==> src/rtl/serial_reg_loader.sv <==
// Serial register loader: accepts parallel words over valid/ready and shifts them MSB-first
// onto the wave, delay or idle chain. Optional readback loopback under LOADER_READBACK_EN.
module serial_reg_loader #(
  parameter int unsigned word_width = 32,
  parameter int unsigned clk_div    = 4
) (
  input  logic                  clk_in,
  input  logic                  reset,
  input  logic [word_width-1:0] s_data,
  input  logic [1:0]            s_target,
  input  logic                  s_last,
  input  logic                  s_valid,
  output logic                  s_ready,
  output logic                  wave_reg_sclk,
  output logic                  wave_reg_data_in,
  output logic                  delay_reg_sclk,
  output logic                  delay_reg_data_in,
  output logic                  idle_reg_sclk,
  output logic                  idle_reg_data_in,
`ifdef LOADER_READBACK_EN
  input  logic                  rb_data_in,
  output logic [word_width-1:0] rb_word,
  output logic                  rb_valid,
`endif
  output logic                  busy,
  output logic                  done,
  output logic                  err
);

  localparam int unsigned DIV_W = $clog2(clk_div + 1);
  localparam int unsigned BIT_W = $clog2(word_width + 1);
  localparam int unsigned MSB   = word_width - 1;
  localparam logic [DIV_W-1:0] DIV_LAST = DIV_W'(clk_div - 1);
  localparam logic [BIT_W-1:0] BIT_LAST = BIT_W'(word_width - 1);

  typedef enum logic [1:0] {IDLE, LOW, HIGH} state_t;

  state_t                state_q, state_d;
  logic [DIV_W-1:0]      div_q, div_d;
  logic [BIT_W-1:0]      bit_q, bit_d;
  logic [word_width-1:0] shreg_q, shreg_d, shifted;
  logic [1:0]            tgt_q, tgt_d;
  logic                  last_q, last_d;
  logic                  fin_q, fin_d, fin_last_q, fin_last_d, fin_err_q, fin_err_d;
  logic                  sclk_d, bit_out_d, ready_d, accept;
`ifdef LOADER_READBACK_EN
  logic [word_width-1:0] rb_shift_q, rb_shift_d, rb_word_d;
  logic                  rb_valid_d;
`endif

  assign accept  = s_valid && s_ready && (state_q == IDLE);
  assign shifted = shreg_q << 1;

  // Next-state, counters and pre-register values of every output.
  always_comb begin
    state_d    = state_q;
    div_d      = div_q;
    bit_d      = bit_q;
    shreg_d    = shreg_q;
    tgt_d      = tgt_q;
    last_d     = last_q;
    fin_d      = 1'b0;
    fin_last_d = 1'b0;
    fin_err_d  = 1'b0;
    sclk_d     = 1'b0;
    bit_out_d  = 1'b0;
`ifdef LOADER_READBACK_EN
    rb_shift_d = rb_shift_q;
    rb_word_d  = rb_word;
    rb_valid_d = 1'b0;
`endif
    case (state_q)
      IDLE: begin
        if (accept) begin
          div_d = '0;
          bit_d = '0;
          if (s_target == 2'd3) begin
            fin_d      = 1'b1;
            fin_err_d  = 1'b1;
            fin_last_d = s_last;
          end else begin
            state_d   = LOW;
            shreg_d   = s_data;
            tgt_d     = s_target;
            last_d    = s_last;
            bit_out_d = s_data[MSB];
`ifdef LOADER_READBACK_EN
            rb_shift_d = '0;
`endif
          end
        end
      end
      LOW: begin
        bit_out_d = shreg_q[MSB];
        if (div_q == DIV_LAST) begin
          state_d = HIGH;
          div_d   = '0;
          sclk_d  = 1'b1;
`ifdef LOADER_READBACK_EN
          rb_shift_d = word_width'({rb_shift_q, rb_data_in});
`endif
        end else begin
          div_d = div_q + 1'b1;
        end
      end
      HIGH: begin
        if (div_q == DIV_LAST) begin
          div_d = '0;
          if (bit_q == BIT_LAST) begin
            state_d    = IDLE;
            fin_d      = 1'b1;
            fin_last_d = last_q;
`ifdef LOADER_READBACK_EN
            rb_word_d  = rb_shift_q;
            rb_valid_d = 1'b1;
`endif
          end else begin
            // Data only changes here, a full LOW phase ahead of the next rise.
            state_d   = LOW;
            bit_d     = bit_q + 1'b1;
            shreg_d   = shifted;
            bit_out_d = shifted[MSB];
          end
        end else begin
          sclk_d    = 1'b1;
          bit_out_d = shreg_q[MSB];
          div_d     = div_q + 1'b1;
        end
      end
      default: state_d = IDLE;
    endcase
    // Ready drops for one IDLE cycle after a word; invalid targets never drop it.
    ready_d = (state_q == IDLE) && !(accept && (s_target != 2'd3));
  end

  always_ff @(posedge clk_in) begin
    if (reset) begin
      state_q           <= IDLE;
      div_q             <= '0;
      bit_q             <= '0;
      shreg_q           <= '0;
      tgt_q             <= '0;
      last_q            <= 1'b0;
      fin_q             <= 1'b0;
      fin_last_q        <= 1'b0;
      fin_err_q         <= 1'b0;
      s_ready           <= 1'b1;
      busy              <= 1'b0;
      done              <= 1'b0;
      err               <= 1'b0;
      wave_reg_sclk     <= 1'b0;
      wave_reg_data_in  <= 1'b0;
      delay_reg_sclk    <= 1'b0;
      delay_reg_data_in <= 1'b0;
      idle_reg_sclk     <= 1'b0;
      idle_reg_data_in  <= 1'b0;
`ifdef LOADER_READBACK_EN
      rb_shift_q        <= '0;
      rb_word           <= '0;
      rb_valid          <= 1'b0;
`endif
    end else begin
      state_q           <= state_d;
      div_q             <= div_d;
      bit_q             <= bit_d;
      shreg_q           <= shreg_d;
      tgt_q             <= tgt_d;
      last_q            <= last_d;
      fin_q             <= fin_d;
      fin_last_q        <= fin_last_d;
      fin_err_q         <= fin_err_d;
      s_ready           <= ready_d;
      busy              <= !ready_d;
      done              <= fin_q && fin_last_q;
      err               <= fin_q && fin_err_q;
      wave_reg_sclk     <= sclk_d    && (tgt_d == 2'd0);
      wave_reg_data_in  <= bit_out_d && (tgt_d == 2'd0);
      delay_reg_sclk    <= sclk_d    && (tgt_d == 2'd1);
      delay_reg_data_in <= bit_out_d && (tgt_d == 2'd1);
      idle_reg_sclk     <= sclk_d    && (tgt_d == 2'd2);
      idle_reg_data_in  <= bit_out_d && (tgt_d == 2'd2);
`ifdef LOADER_READBACK_EN
      rb_shift_q        <= rb_shift_d;
      rb_word           <= rb_word_d;
      rb_valid          <= rb_valid_d;
`endif
    end
  end

endmodule
==> config.mk <==
export PLATFORM = sky130hd
export DESIGN_NAME = serial_reg_loader
export DESIGN_NICKNAME = d
export VERILOG_FILES = /design/src/rtl/serial_reg_loader.sv
export SDC_FILE = /design/constraint.sdc
export NUM_CORES = 1
export LEC_CHECK = 0
export CORE_MARGIN = 2
export CORE_UTILIZATION = 55
export CTS_CLUSTER_SIZE = 12
export DETAILED_ROUTE_END_ITERATION = 8
export MAX_ROUTING_LAYER = met4
export PLACE_DENSITY = 0.9
export SYNTH_ARGS = -nofsm -noshare
export SYNTH_HDL_FRONTEND = slang
export SYNTH_SLANG_ARGS = --single-unit
==> constraint.sdc <==
create_clock -name clk_in -period 4 [get_ports clk_in]
set_input_delay 0.8 -clock clk_in [delete_from_list [all_inputs] [get_ports clk_in]]
set_output_delay 0.8 -clock clk_in [all_outputs]
set_load 0.02 [all_outputs]
==> metrics.cfg <==
[timing]
period_needed_ns=2.42
finalSetupViolCount=0
rsz0062_at_grt=no
period_share_pct=60.6
hold_viol=0
fin_skew_ns=0.00978
fin_ws_ns=1.58
worstMarginPinSlew_ns=1.17
fmax_mhz=412
drv_slew=0
finalSetupTns_ns=0
relSlewSlack_pct=22.3
hold-worst-slack_ns=0.472

[routing]
drt_iter0_markers=146
routedWlPerCell_um=15.9
vias=2360
drt_pass1_iterations=4
drtAntennaViolNets=0
wirelength_um=6390
routed_via_density=5.86
drc=0

[clock_tree]
clock_sinks=59
insertion_delay_ns=0.35
cts_buffer_depth=2
clk_pin_slew_worst_paths_ns=0.07
cts_buffers=9
ctsHoldBuffers=0
htreeDepth=3
cts_tree=built
clockRootBuffer=clkbuf_8
cts_setup_buffers=0
cts_resized=0

[place]
pre_cts_ws_ns=1.32
hpwl_um=4160
gp_congestion=0.889
numPortBuffers=47

[layout]
n_fill_cell=416
final_common_cell=dfxtp_1
layout-drive-gt1-share_pct=16.2
antenna_cells=0
final_nets=373
mostFrequentLayoutCells=dfxtp_1 (59), clkdlybuf4s50_1 (46), a21oi_1 (39)
syn2layout_area_growth_pct=21.8

[synthesis]
synth-compound-area-share_pct=27.3
synth_edf_count=0
synth-simple-area-share_pct=12.4
seq_area_frac_synth_pct=39.9
synth_mux_area_share_pct=11.5
synth_top_family_by_area=compound AO/OA/AOI/OAI gates
ys_types=47
async_flop_share_pct=0
synth_adder_area_share_pct=2.96
synth_cells=289
ys_warn_count=0
synth_nets=334
synth_xor_area_share_pct=0
syn_area_per_cell_um2=10.2
synth_area_um2=2960
ys.flop_type=dfxtp_1
ys_ff_latch=59

[global_route]
antenna_found_initial=0
grt_overflow=0
grt_pass1_vias=2271
grt.total_usage_pct=23.4
grt_max_degree=44
grt_first_pass_wirelength_um=10900

[critical_path]
crit_type=reg2reg
r2r_start=state_q[0]
critPathMaxFanout=32
cp-end-kind=flip-flop
crit_start=state_q[0]
required_ns=4.26
start_kind=flip-flop
arrival_ns=2.68
r2r_setup_slack_ns=1.58

[floorplanning]
coreArea_um2=5140
fp-row-count=26
die_x_um=77.4
die_h_um=77.4
initial_core_util_pct=57.6
io_pins=48
die_area_um2=5990

[pwr]
p_per_area_nw_per_um2=682
p_leak_nw=1.23
vdd_drop_max_uv=363

[status]
status=finished clean

[flow_run]
cap_violations=0

[hold_path]
min_path_type=reg2reg
worstHoldStart=fin_last_q

[cells in the mapped netlist (2+ instances only)]
| cell | count | area (um^2) |
|---|---|---|
| a211oi_1 | 5 | 37.5 |
| a211oi_2 | 28 | 350 |
| a21oi_1 | 39 | 195 |
| and3_1 | 2 | 12.5 |
| and3b_1 | 3 | 26.3 |
| and4b_1 | 3 | 30.0 |
| buf_2 | 7 | 35.0 |
| buf_4 | 3 | 22.5 |
| buf_6 | 7 | 78.8 |
| clkbuf_1 | 6 | 22.5 |
| dfxtp_1 | 59 | 1180 |
| ha_1 | 7 | 87.6 |
| inv_1 | 5 | 18.8 |
| mux2i_1 | 34 | 340 |
| nand2_1 | 9 | 33.8 |
| nand2b_1 | 3 | 18.8 |
| nand3_1 | 9 | 45.0 |
| nand3b_1 | 2 | 15.0 |
| nor2_1 | 12 | 45.0 |
| nor2b_1 | 6 | 37.5 |
| nor3_1 | 2 | 10.0 |
| o21a_1 | 4 | 30.0 |
| o21ai_0 | 6 | 30.0 |
| o31ai_1 | 2 | 15.0 |
| or3_1 | 3 | 18.8 |
| or4_1 | 2 | 15.0 |
[stage by stage]
stage               util, %  total power [W]  area [um^2]  std cells
finish                 70.2          0.00246         3610        403
global route           70.2          0.00260         3610        403
CTS                    70.2          0.00246         3610        403
detailed placement     65.9          0.00186         3390        387
global placement       65.9          0.00181         3390        387
floorplan                 -          0.00170         2960        289
[final cells by class]
type	count	area [um^2]	area share, %
sequential	59	1180	32.8
inverter	5	18.8	0.520
timing repair buffer	51	495	13.7
clock buffer	10	128	3.54
multi-input combinational	202	1610	44.5
tap	70	87.6	2.43
clock inverter	6	90.1	2.50
[final timing paths]
path                               endpoint  cells past startpoint
worst max-delay path            shreg_q[15]                      6
worst min-delay path                   done                      1
worst max register to register  shreg_q[15]                      6
worst min register to register         done                      1
[report_power, final]
part           switching, W  internal, W
logic              0.000563     0.000403
clock network      0.000247     0.000351
registers          0.000119     0.000778
total              0.000928      0.00153
[critical path: stages, from the launching register on]
cell	delay [ns]
dfxtp_1	0.39
inv_1	0.10
ha_2	0.27
nand3b_1	0.19
o22a_1	0.93
a21oi_1	0.18
a211oi_1	0.26
[state kept, by name (all words and copies together) (netlist names)]
signal	flops
shreg_q	32
wave_reg_sclk	1
err	1
fin_err_q	1
fin_last_q	1
tgt_q	2
done	1
div_q	3
last_q	1
delay_reg_data_in	1
s_ready	1
wave_reg_data_in	1
idle_reg_data_in	1
fin_q	1
state_q	2
delay_reg_sclk	1
busy	1
idle_reg_sclk	1
bit_q	6
[layer usage]
layer / global-route usage [%] / wire length (um) / up-vias / part of all wire, %
met5: - / 0 / - / 0
met4: 9.64 / 131 / 0 / 2.0
met3: 5.81 / 303 / 14 / 4.7
met2: 37.3 / 3180 / 71 / 50
met1: 28.5 / 2780 / 1120 / 44
li1: - / - / 1155 / -
[logic make-up after synthesis]
logic type | Yosys count
mux | 34
fa+ha+maj | 7
buf+inv | 28
compound gates | 99
simple gates | 62
flops | 59
(Power assumes the default switching activity.)
